File: config.mk
export PLATFORM = sky130hd
export DESIGN_NAME = conv_window_gen
export DESIGN_NICKNAME = d
export VERILOG_FILES = /design/src/rtl/conv_pkg.sv /design/src/rtl/conv_line_buf.sv /design/src/rtl/conv_window_gen.sv
export SDC_FILE = /design/constraint.sdc
export NUM_CORES = 1
export LEC_CHECK = 0
export BUFFER_PORTS_ARGS = -buffer_cell sky130_fd_sc_hd__buf_4
export CAP_MARGIN = 20
export CORE_MARGIN = 2
export CORE_UTILIZATION = 45
export CTS_CLUSTER_DIAMETER = 200
export DETAILED_ROUTE_END_ITERATION = 8
export PLACE_DENSITY_LB_ADDON = 0.2
export SETUP_SLACK_MARGIN = 0.4
export SLEW_MARGIN = 20
export SYNTH_ARGS = -nofsm -noshare
export SYNTH_HDL_FRONTEND = slang
export SYNTH_SLANG_ARGS = --single-unit
File: constraint.sdc
create_clock -name clk -period 2.15 [get_ports clk]
set_input_delay 0.1075 -clock clk [delete_from_list [all_inputs] [get_ports clk]]
set_output_delay 0.1075 -clock clk [all_outputs]
set_load 0.005 [all_outputs]
File: src/rtl/conv_pkg.sv
// Shared constants and types for the 3x3 window generator ahead of the convolution stage.
package conv_pkg;

  localparam int DEF_PIX_W = 4;
  localparam int DEF_IMG_W = 32;
  localparam int DEF_IMG_H = 25;

  localparam int OUT_ROWS = DEF_IMG_H - 2;
  localparam int OUT_COLS = DEF_IMG_W - 2;

  // Slot of each window element inside win_out, in units of one pixel.
  localparam int B1 = 0;
  localparam int B2 = 1;
  localparam int B3 = 2;
  localparam int B4 = 3;
  localparam int B5 = 4;
  localparam int B6 = 5;
  localparam int B7 = 6;
  localparam int B8 = 7;
  localparam int B9 = 8;

  typedef enum logic [1:0] {
    FILL   = 2'd0,
    STREAM = 2'd1,
    DRAIN  = 2'd2
  } win_state_t;

endpackage

File: src/rtl/conv_line_buf.sv
// One image row of pixels; combinational read returns the old word when
// the same address is written on the coming edge.
module conv_line_buf #(
  parameter int DEPTH = 32,
  parameter int WIDTH = 4,
  localparam int AW = $clog2(DEPTH)
) (
  input  logic             clk,
  input  logic             we,
  input  logic [AW-1:0]    addr,
  input  logic [WIDTH-1:0] wdata,
  output logic [WIDTH-1:0] rdata
);

  logic [WIDTH-1:0] mem [DEPTH];

  always_ff @(posedge clk) begin
    if (we) mem[addr] <= wdata;
  end

  assign rdata = mem[addr];

endmodule

File: src/rtl/conv_window_gen.sv
// Raster-scan pixel stream to 3x3 window stream with (i, j) coordinates.
// Optional macro CONV_WIN_STALL_CNT_EN adds a saturating output-stall counter.
module conv_window_gen
  import conv_pkg::*;
#(
  parameter int PIX_W = DEF_PIX_W,
  parameter int IMG_W = DEF_IMG_W,
  parameter int IMG_H = DEF_IMG_H
) (
  input  logic               clk,
  input  logic               rst_n,
  input  logic [PIX_W-1:0]   pix_in,
  input  logic               pix_valid,
  output logic               pix_ready,
  output logic [9*PIX_W-1:0] win_out,
  output logic               win_valid,
  input  logic               win_ready,
  output logic [4:0]         win_i,
  output logic [4:0]         win_j,
  output logic               frame_done
`ifdef CONV_WIN_STALL_CNT_EN
  ,
  output logic [15:0]        stall_cnt
`endif
);

  localparam int CW = $clog2(IMG_W);
  localparam int RW = $clog2(IMG_H);

  win_state_t state, state_nxt;

  logic [CW-1:0]      col;
  logic [RW-1:0]      row;
  logic               accept;
  logic               emit;
  logic               col_last;
  logic               row_last;
  logic               frame_last;
  logic [PIX_W-1:0]   lb0_rd;
  logic [PIX_W-1:0]   lb1_rd;
  logic [3*PIX_W-1:0] tap_cur;
  logic [3*PIX_W-1:0] tap_d1;
  logic [3*PIX_W-1:0] tap_d2;
  logic [9*PIX_W-1:0] win_nxt;

  assign pix_ready  = rst_n && (!win_valid || win_ready);
  assign accept     = pix_valid && pix_ready;
  assign col_last   = (col == CW'(IMG_W - 1));
  assign row_last   = (row == RW'(IMG_H - 1));
  assign frame_last = (state == STREAM) && col_last && row_last;
  assign emit       = accept && (row >= RW'(2)) && (col >= CW'(2));

  conv_line_buf #(.DEPTH(IMG_W), .WIDTH(PIX_W)) lb0 (
    .clk   (clk),
    .we    (accept),
    .addr  (col),
    .wdata (lb1_rd),
    .rdata (lb0_rd)
  );

  conv_line_buf #(.DEPTH(IMG_W), .WIDTH(PIX_W)) lb1 (
    .clk   (clk),
    .we    (accept),
    .addr  (col),
    .wdata (pix_in),
    .rdata (lb1_rd)
  );

  // Column tap: lowest slice is the oldest row (row-2), top slice the live pixel.
  assign tap_cur = {pix_in, lb1_rd, lb0_rd};

  always_ff @(posedge clk or negedge rst_n) begin
    if (!rst_n) begin
      tap_d1 <= '0;
      tap_d2 <= '0;
    end else if (accept) begin
      tap_d1 <= tap_cur;
      tap_d2 <= tap_d1;
    end
  end

  always_comb begin
    win_nxt = '0;
    win_nxt[B1*PIX_W +: PIX_W] = tap_d2[0       +: PIX_W];
    win_nxt[B2*PIX_W +: PIX_W] = tap_d1[0       +: PIX_W];
    win_nxt[B3*PIX_W +: PIX_W] = tap_cur[0      +: PIX_W];
    win_nxt[B4*PIX_W +: PIX_W] = tap_d2[PIX_W   +: PIX_W];
    win_nxt[B5*PIX_W +: PIX_W] = tap_d1[PIX_W   +: PIX_W];
    win_nxt[B6*PIX_W +: PIX_W] = tap_cur[PIX_W  +: PIX_W];
    win_nxt[B7*PIX_W +: PIX_W] = tap_d2[2*PIX_W +: PIX_W];
    win_nxt[B8*PIX_W +: PIX_W] = tap_d1[2*PIX_W +: PIX_W];
    win_nxt[B9*PIX_W +: PIX_W] = tap_cur[2*PIX_W +: PIX_W];
  end

  always_ff @(posedge clk or negedge rst_n) begin
    if (!rst_n) begin
      col <= '0;
      row <= '0;
    end else if (accept) begin
      if (col_last) begin
        col <= '0;
        row <= row_last ? '0 : row + RW'(1);
      end else begin
        col <= col + CW'(1);
      end
    end
  end

  always_ff @(posedge clk or negedge rst_n) begin
    if (!rst_n) state <= FILL;
    else        state <= state_nxt;
  end

  always_comb begin
    state_nxt = state;
    case (state)
      FILL:   if (accept && col_last && (row == RW'(1))) state_nxt = STREAM;
      STREAM: if (accept && frame_last)                  state_nxt = DRAIN;
      DRAIN:  if (!win_valid || win_ready)               state_nxt = FILL;
      default: state_nxt = FILL;
    endcase
  end

  // Loads only happen while pix_ready, so a held window is never overwritten.
  always_ff @(posedge clk or negedge rst_n) begin
    if (!rst_n) begin
      win_out    <= '0;
      win_i      <= '0;
      win_j      <= '0;
      win_valid  <= 1'b0;
      frame_done <= 1'b0;
    end else if (emit) begin
      win_out    <= win_nxt;
      win_i      <= 5'(row - RW'(2));
      win_j      <= 5'(col - CW'(2));
      win_valid  <= 1'b1;
      frame_done <= frame_last;
    end else if (win_ready) begin
      win_valid  <= 1'b0;
      frame_done <= 1'b0;
    end
  end

`ifdef CONV_WIN_STALL_CNT_EN
  always_ff @(posedge clk or negedge rst_n) begin
    if (!rst_n) begin
      stall_cnt <= '0;
    end else if (accept && (row == '0) && (col == '0)) begin
      stall_cnt <= '0;
    end else if (win_valid && !win_ready && (stall_cnt != '1)) begin
      stall_cnt <= stall_cnt + 16'd1;
    end
  end
`else
`endif

endmodule
==> results.md, run 1 <==
Run status:
- The run finished, with violations left.
- The checks that failed: negative hold slack, negative setup slack.

Floorplan:
- From bottom edge to top edge, the die measures 178 um.
- The initial utilization of the core area, before any placement, comes to 45.8%.
- The I/O pin count is 57.
- The count of standard-cell rows is 63.
- The x dimension of the die is 178 um.
- The die covers 0.0316 mm^2.
- The region available for standard cell placement spans 0.0296 mm^2.

Global route:
- For this run the aggregate overflow at the end of global routing stands at 0.
- The number of antenna violations at the first check in global routing is 0.
- The maximum number of pins on one net before global-route repair is 49.
- The number of global-route vias before repair is 7,875.
- Global routing used 20.7% of the available tracks across all layers.
- The first global-routing pass estimated 48,100 um of wire.

Setup path:
- The worst register-to-register path has a setup slack of -0.09 ns.
- The reg-to-reg critical path endpoint is win_out[10].
- Counting cells, the worst reg-to-reg path comes to 8.
- In this run the critical register-to-register path is launched from col[1].
- The required time of the critical path is 2.54 ns.
- For the worst setup path, the data arrival time is 2.62 ns.
- The worst-path maximum fanout is 13.
- STA classifies the critical path startpoint as a flop.
- The worst setup path is captured at a flop.
- The critical path is of the flop to flop type.

STA:
- The final clock period utilization by the worst path is 104%.
- Setup repair after global routing could not meet its margin everywhere.
- Headroom to the max-slew limit came out at 58.9%.
- Setup violations remaining at the end of the flow were counted as 130.
- The upper clock frequency limit is 447 MHz.
- The measured slew at the worst slew-check pin is 0.617 ns.
- The final hold violation count was 46.
- Hold timing on the final database bottoms out at a slack of -0.256 ns.
- For the finished layout, the period the worst path requires is 2.24 ns.
- The clock arrives with 0.0143 ns of skew.
- The final setup slack of the worst path is -0.0859 ns.
- In the final timing run, aggregate negative setup slack is -6.26 ns.
- The number of max-slew violations in the final report was 0.

Clock network:
- The clock passes through at most 3 buffers.
- Clock tree synthesis inserted a total of 36 buffers.
- The source-to-sink clock delay at the later pin of the worst-skew pair is 0.51 ns.
- The buffer type at the clock tree root is clkbuf_16.
- CTS built an H-tree with a depth of 2.
- The CTS tree is yes.
- The number of hold buffers added after cts is 1.
- The clock transition time at the flip-flop clock pins of the worst setup and hold paths is 0.06 ns.
- The number of sinks handled by clock tree synthesis is 340.

Route:
- Summing over every cut layer, the via total after detailed routing is 7,833.
- Using the TritonRoute via totals, the vias-per-cell ratio works out to 5.39.
- The final wirelength is 32,500 um.
- The pre-antenna-repair detailed-routing pass consisted of 8 iterations.
- The post-route DRC violation count is 0.
- The routed wire length per instance is 22.3 um.
- The first routing iteration left 518 violations.
- The remaining antenna violation count after routing is 0.

Cells and area:
- Leaving out fill and tap cells, the most frequent cells in the layout are 256 x edfxtp_1, 145 x buf_4, 115 x mux2i_1.
- The most common cell after layout, fill and taps aside is edfxtp_1.
- Of the cells placed in the final design, the portion with a size suffix greater than 1 is 36.5%.
- At the end of the flow, the number of nets in the layout was 1,060.
- The area growth from synthesis to layout is 28.6%.
- The number of antenna diodes is 0.
- The final design instance area without fill is 0.0175 mm^2.

Job:
- The max-cap check violation count is 0.

Pwr:
- The maximum resistive drop on vdd is 732 uV.
- Summed over all cells, the static leakage comes to 6.51 nW.
- For this design the ratio of total power to cell area is 1360 mW/mm^2.

Placement:
- Buffers placed on the I/O ports in this run total 56.
- The detailed placer's ending HPWL is 20,900 um.
- At the end of routability-driven placement, the weighted congestion stood at 0.831.
- The cell area after placement is 0.0154 mm^2.

Logic synthesis:
- The number of distinct standard cells referenced by the synthesized netlist is 42.
- In this run the cell area of the synthesized design comes to 0.0136 mm^2.
- The post-synthesis average cell area is 15.7 um^2.
- Of the synthesized area, sequential elements account for 72.1%.
- Yosys mapped a number of flops with a built-in enable equal to 256.
- When the netlist entered floorplanning its net count stood at 884.
- In the synthesized netlist the dominant register cell turns out to be edfxtp_1.
- Counting flops and latches in the post-synthesis netlist gives 340.
- Counting flops with an async set or reset pin after synthesis yields a share of 24.7%.
- The Yosys step of the flow raised 0 warnings.
- The cell count after synthesis is 863.

Worst hold path:
- The class of the most critical hold timing path is input pin to async pin.
[through the flow]
step                util (%)  cells  total power, mW  worst slack (ns)  hold slack [ns]
floorplan                  -    863             13.2            0.0658           -0.188
global placement        52.0   1371             16.3            -0.259            0.289
detailed placement      52.0   1371             16.4            -0.337            0.287
CTS                     57.9   1447             23.2           -0.0900           -0.250
global route            58.9   1454             24.7            -0.144           -0.204
finish                  58.9   1454             23.7           -0.0859           -0.256
[sequential cells by signal (all words and copies together) (netlist names)]
name / cells
row: 5
frame_done: 1
lb0.mem: 128
state: 2
win_i: 5
win_out: 36
lb1.mem: 128
col: 5
tap_d1: 12
win_valid: 1
tap_d2: 12
win_j: 5
[routing by layer]
metal  global-route usage [%]  share of wire [%]
met1                     29.7                 46
met3                     2.91                3.5
met4                     6.76                3.0
met2                     32.8                 47
met5                        0                  0
[where the power goes]
| part | total [mW] | leakage [nW] | switching, mW | internal, mW |
|---|---|---|---|---|
| Clock | 5.83 | 0.549 | 2.39 | 3.44 |
| Combinational | 8.62 | 2.62 | 4.36 | 4.26 |
| Sequential | 9.28 | 3.33 | 0.559 | 8.72 |
[worst max path at each step]
stage	from	endpoint	slack, ns	cells after the start
after floorplan	col[1]	win_out[22]	0.07	7
after global placement	col[2]	lb0.mem[3][1]	-0.26	6
after detailed placement	col[1]	win_out[10]	-0.34	8
after CTS	col[1]	lb0.mem[6][0]	-0.09	7
after global routing	col[1]	win_out[10]	-0.14	8
final	col[1]	win_out[10]	-0.09	8
[cell type report]
class                           instances  area, um^2
Clock buffer                           50        1020
Tap cell                              390         488
Sequential cell                       340        9800
Fill cell                            2286       12200
Inverter                                7        38.8
Multi-Input combinational cell        468        4270
Timing Repair Buffer                  186        1750
Clock inverter                         13        87.6
[repair_timing]
action | in CTS | in global routing
hold endpoints to repair | 48 | 46
pin swaps | 18 | 15
buffers inserted | 9 | 5
cloned | 3 | 2
endpoints found under the setup margin | 451 | 451
resized for setup | 88 | 44
[cells in the mapped netlist, drive strengths merged, types with 2 or more instances]
| cell | number | area share, % |
|---|---|---|
| nand4b | 4 | 0.40 |
| xnor2 | 5 | 0.32 |
| ha | 13 | 1.2 |
| or3 | 4 | 0.18 |
| o21ai | 16 | 0.59 |
| a31oi | 8 | 0.37 |
| nand4bb | 6 | 0.50 |
| clkbuf | 16 | 0.49 |
| dfrtp | 84 | 15 |
| nor4 | 16 | 1.1 |
| edfxtp | 256 | 57 |
| inv | 7 | 0.19 |
| or4b | 4 | 0.29 |
| nor2 | 48 | 1.3 |
| nand4 | 3 | 0.14 |
| and2 | 2 | 0.092 |
| nor3 | 3 | 0.11 |
| o31ai | 3 | 0.17 |
| and3 | 2 | 0.092 |
| nand3 | 10 | 0.37 |
| o22ai | 65 | 3.0 |
| nand2 | 77 | 2.1 |
| nand2b | 5 | 0.23 |
| buf | 32 | 1.6 |
| mux2i | 128 | 9.4 |
| xor2 | 2 | 0.13 |
| mux2 | 37 | 3.1 |
[logic make-up (layout without fill, tap and decap cells)]
| kind of cell | after synthesis | in the layout | share of synthesized area, % |
|---|---|---|---|
| flops | 340 | 340 | 72.1 |
| fa+ha+maj | 13 | 13 | 1.20 |
| mux | 165 | 165 | 12.5 |
| buf+inv | 55 | 256 | 2.28 |
| xor+xnor | 7 | 7 | 0.451 |
| simple gates | 189 | 189 | 7.27 |
| compound gates | 94 | 94 | 4.21 |
[critical path, cell delays in order, from the launching register on]
cell and delay [ns]:
dfrtp_4 0.51, buf_12 0.19, buf_4 0.19, mux2i_2 0.23, o22ai_2 0.15, nor4_4 0.38, buf_4 0.18, nand2_1 0.04
mux2_2 0.25
Power figures use the tool's default switching activity.
==> run 2: changes to the inputs <==
PLACE_DENSITY = 0.65   (was default)
PLACE_DENSITY_LB_ADDON = default   (was 0.2)
SYNTH_HIERARCHICAL = 1   (was default)
==> results.md, run 2 <==
Logic synthesis:
- The share of async-settable or async-resettable flops after synthesis is 24.7%.
- The netlist area before placement is 0.0141 mm^2.
- Among all flip-flop cells after synthesis, the most frequent one is edfxtp_1.
- Yosys printed 6 warnings.
- The commonest cells after synthesis are 256 x edfxtp_1, 129 x mux2i_1, 95 x nand2_1, 84 x dfrtp_1, 64 x o22ai_1.
- Synthesis produced 929 cells.
- Counting every net in the synthesized netlist gives 948.
- Of the synthesized area, sequential elements account for 69.3%.
- The proportion of netlist area held by the largest area contributor is 54.4%.
- The most frequent cell after synthesis is edfxtp_1.
- edfxtp_1 takes more of the synthesized area than any other cell.
- Counting distinct cell types in the post-synthesis netlist gives 47.
- After synthesis, the mean cell area works out to 15.2 um^2.
- Counting flops with a built-in enable in the synthesized netlist gives 256.
- Yosys attributes the largest share of cell area to edfxtp_1 54%, dfrtp_1 15%, mux2i_1 9.1%.
- The synthesized design contains 340 register bits.

Placement:
- The HPWL after detailed placement is 19,900 um.
- The cell total after placement is 1,422.
- Port buffering added 56 buffers.
- The worst slack at placement is -0.332 ns.
- The congestion estimate from routability-driven global placement came to 0.805.

Cells and area:
- The final layout contains 1,160 nets.
- The area growth from synthesis to layout is 36.5%.
- In the final layout, the share of cells above drive strength 1 is 43.0%.
- Excluding fillers, the count of instances in the completed layout stands at 1,565.
- The number of antenna diodes in the final layout is 0.
- The most common cell after layout, fill and taps aside is edfxtp_1.
- The largest registers in the layout are lb0/mem (128), lb1/mem (128), win_out (36).
- In the layout the commonest cells are 256 x edfxtp_1, 138 x buf_4, 108 x mux2i_1.
- The end-of-flow core utilization is 62.7%.

Global route:
- The number of antenna violations at the first check in global routing is 1.
- The global routing's busiest layer is met2.
- The met1 layer usage reported by global route is 26.8%.
- The maximum number of pins on one net before global-route repair is 56.
- Global routing consumed, over all layers together, 19.3% of the routing resources.
- The first global-routing pass estimated 49,300 um of wire.
- For met3 alone, demand over resource in global routing was 2.88%.
- The global routing usage on met2 is 31.9%.
- The number of global-route vias before repair is 8,627.
- The total grt overflow is 0.

Route:
- The post-route DRC violation count is 0.
- The detail route stage leaves a number of antenna-violating nets equal to 0.
- For this block, the initial DRC count from the detailed router was 477.
- Across all layers, the routed design uses 8,531 vias.
- After detailed routing, the number of vias per cell comes to 5.45.
- The routed wire length per instance is 21.1 um.
- The final wirelength is 32,900 um.
- The first detailed-routing pass ran for 4 iterations.

Clock network:
- In this run the number of H-tree levels came out at 2.
- The number of CTS-inserted buffers is 37.
- The clock transition time at the flip-flop clock pins of the worst setup and hold paths is 0.06 ns.
- The later pin in the worst-skew pair is clocked with a latency of 0.52 ns.
- TritonCTS built the clock tree.
- The clock passes through at most 3 buffers.
- For this design, the sink count on the clock tree is 340.
- The buffer type at the clock tree root is clkbuf_16.

STA:
- The smallest clock period supported by the final layout is computed as 2.34 ns.
- Setup repair after global routing could not meet its margin everywhere.
- For the pin with the worst max-slew slack, the measured transition is 0.693 ns.
- Across the routed clock network, the largest skew measured is 0.0283 ns.
- Setup violations remaining at the end of the flow were counted as 200.
- Measured against its own limit, the worst slew margin works out to 53.8%.
- The final clock period utilization by the worst path is 109%.
- The number of max-slew violations in the final report is 0.
- In the final timing run, aggregate negative setup slack is -18.71 ns.
- Across all setup checks in the final design, the least slack found is -0.190 ns.
- The final hold violation count is 0.
- The upper clock frequency limit is 427 MHz.

Floorplan:
- The die covers 0.0328 mm^2.
- After floorplanning, the core was sized to cover 0.0307 mm^2.
- The height of the chip is 181 um.
- Once the floorplan was initialized, standard cells occupied 45.9% of the core.
- The x dimension of the die is 181 um.
- The floorplan has 64 rows.
- During I/O placement, the number of pins put on the boundary was 57.

Pwr:
- The design draws 28.6 mW.
- Across the VDD grid, the largest voltage drop is 928 uV.
- In this run the static leakage power is 7.27 nW.
- The power density relative to cell area is 1490 mW/mm^2.

Setup path:
- The worst setup path is launched from a flop.
- The required time of the critical path is 2.56 ns.
- The start point of the critical path is col[1].
- Data on the critical path arrives at its endpoint at 2.75 ns.
- The critical path class is flop to flop.
- The launch instance of the worst register-to-register path is col[1].
- The worst-path maximum fanout is 6.
- The critical path endpoint category is a flop.

Run status:
- The final reports fail on negative setup slack.
- The run finished, with violations left.

Worst hold path:
- The worst min-delay path startpoint is pix_in[1].
- The class of the most critical hold timing path is input pin to flop.

Job:
- The max-cap check violation count is 0.
## run 2: cell count changes after synthesis, sizes merged, moves of 4 or more
cell	before	now
nor2	48	59
inv	7	11
nor3	3	12
or3b	1	6
nand3b	1	10
nand2	77	95
a31oi	8	1
or4b	4	8
nand4b	4	8
xnor2	5	0
mux2	37	44
or4bb	0	6
## run 2: power breakdown
| group | internal [mW] | leakage, nW | switching (mW) |
|---|---|---|---|
| Combinational | 6.81 | 3.30 | 5.91 |
| Clock | 4.00 | 0.618 | 2.49 |
| Sequential | 8.85 | 3.36 | 0.567 |
## run 2: logic make-up (layout without fill, tap and decap cells)
kind of cell | count (synthesis) | after routing | share of synthesized area, %
compound gates | 90 | 90 | 4.12
flops | 340 | 340 | 69.3
buf+inv | 59 | 299 | 2.65
mux | 173 | 173 | 13.1
fa+ha+maj | 11 | 11 | 0.975
simple gates | 252 | 252 | 9.64
xor+xnor | 4 | 4 | 0.248
## run 2: layout make-up
type                    instances  area, um^2
clock inverters                14         191
flip-flops and latches        340        9800
clock buffers                  53        1080
well taps                     396         495
multi-input cells             530        5180
repair buffers                221        2480
inverters                      11        53.8
fillers                      2189       11500
## run 2: metrics by stage
step / instance area (um^2) / hold slack, ns
2_1_floorplan: 14800 / -0.188
3_3_place_gp: 16100 / 0.216
3_5_place_dp: 16100 / 0.210
4_1_cts: 18300 / 0.0233
5_1_grt: 19300 / 0.0589
6_report: 19300 / 0.0272
## run 2: worst max-delay path: stages, from the launching register on
cell,delay [ns]
dfrtp_4,0.53
buf_6,0.16
buf_12,0.15
clkinv_8,0.05
ha_4,0.12
inv_2,0.04
a2111oi_4,0.29
or3_4,0.30
buf_12,0.14
clkbuf_16,0.15
mux2_4,0.29
## run 2: layer usage
metal | up-vias | wire length, um
met5 | - | 0
met4 | 0 | 797
met3 | 55 | 1250
met2 | 190 | 16100
met1 | 4293 | 14800
li1 | 3993 | -
## run 2: repair_timing
action | in CTS | in global routing
endpoints found under the hold margin | 32 | 0
resized for setup | 77 | 132
hold buffers | 2 | 0
cloned | 11 | 8
setup endpoints to repair | 371 | 432
setup buffers | 28 | 27
pin swaps | 18 | 39
## run 2: final timing paths
kind | cells past startpoint | slack (ns) | endpoint
worst max-delay path | 10 | -0.19 | win_out[3]
worst min-delay path | 3 | 0.03 | tap_d1[9]
worst max register to register | 10 | -0.19 | win_out[3]
worst min register to register | 2 | 0.48 | tap_d2[7]
max in group asynchronous | 4 | 0.84 | col[0]
min in group asynchronous | 3 | 0.22 | tap_d2[10]
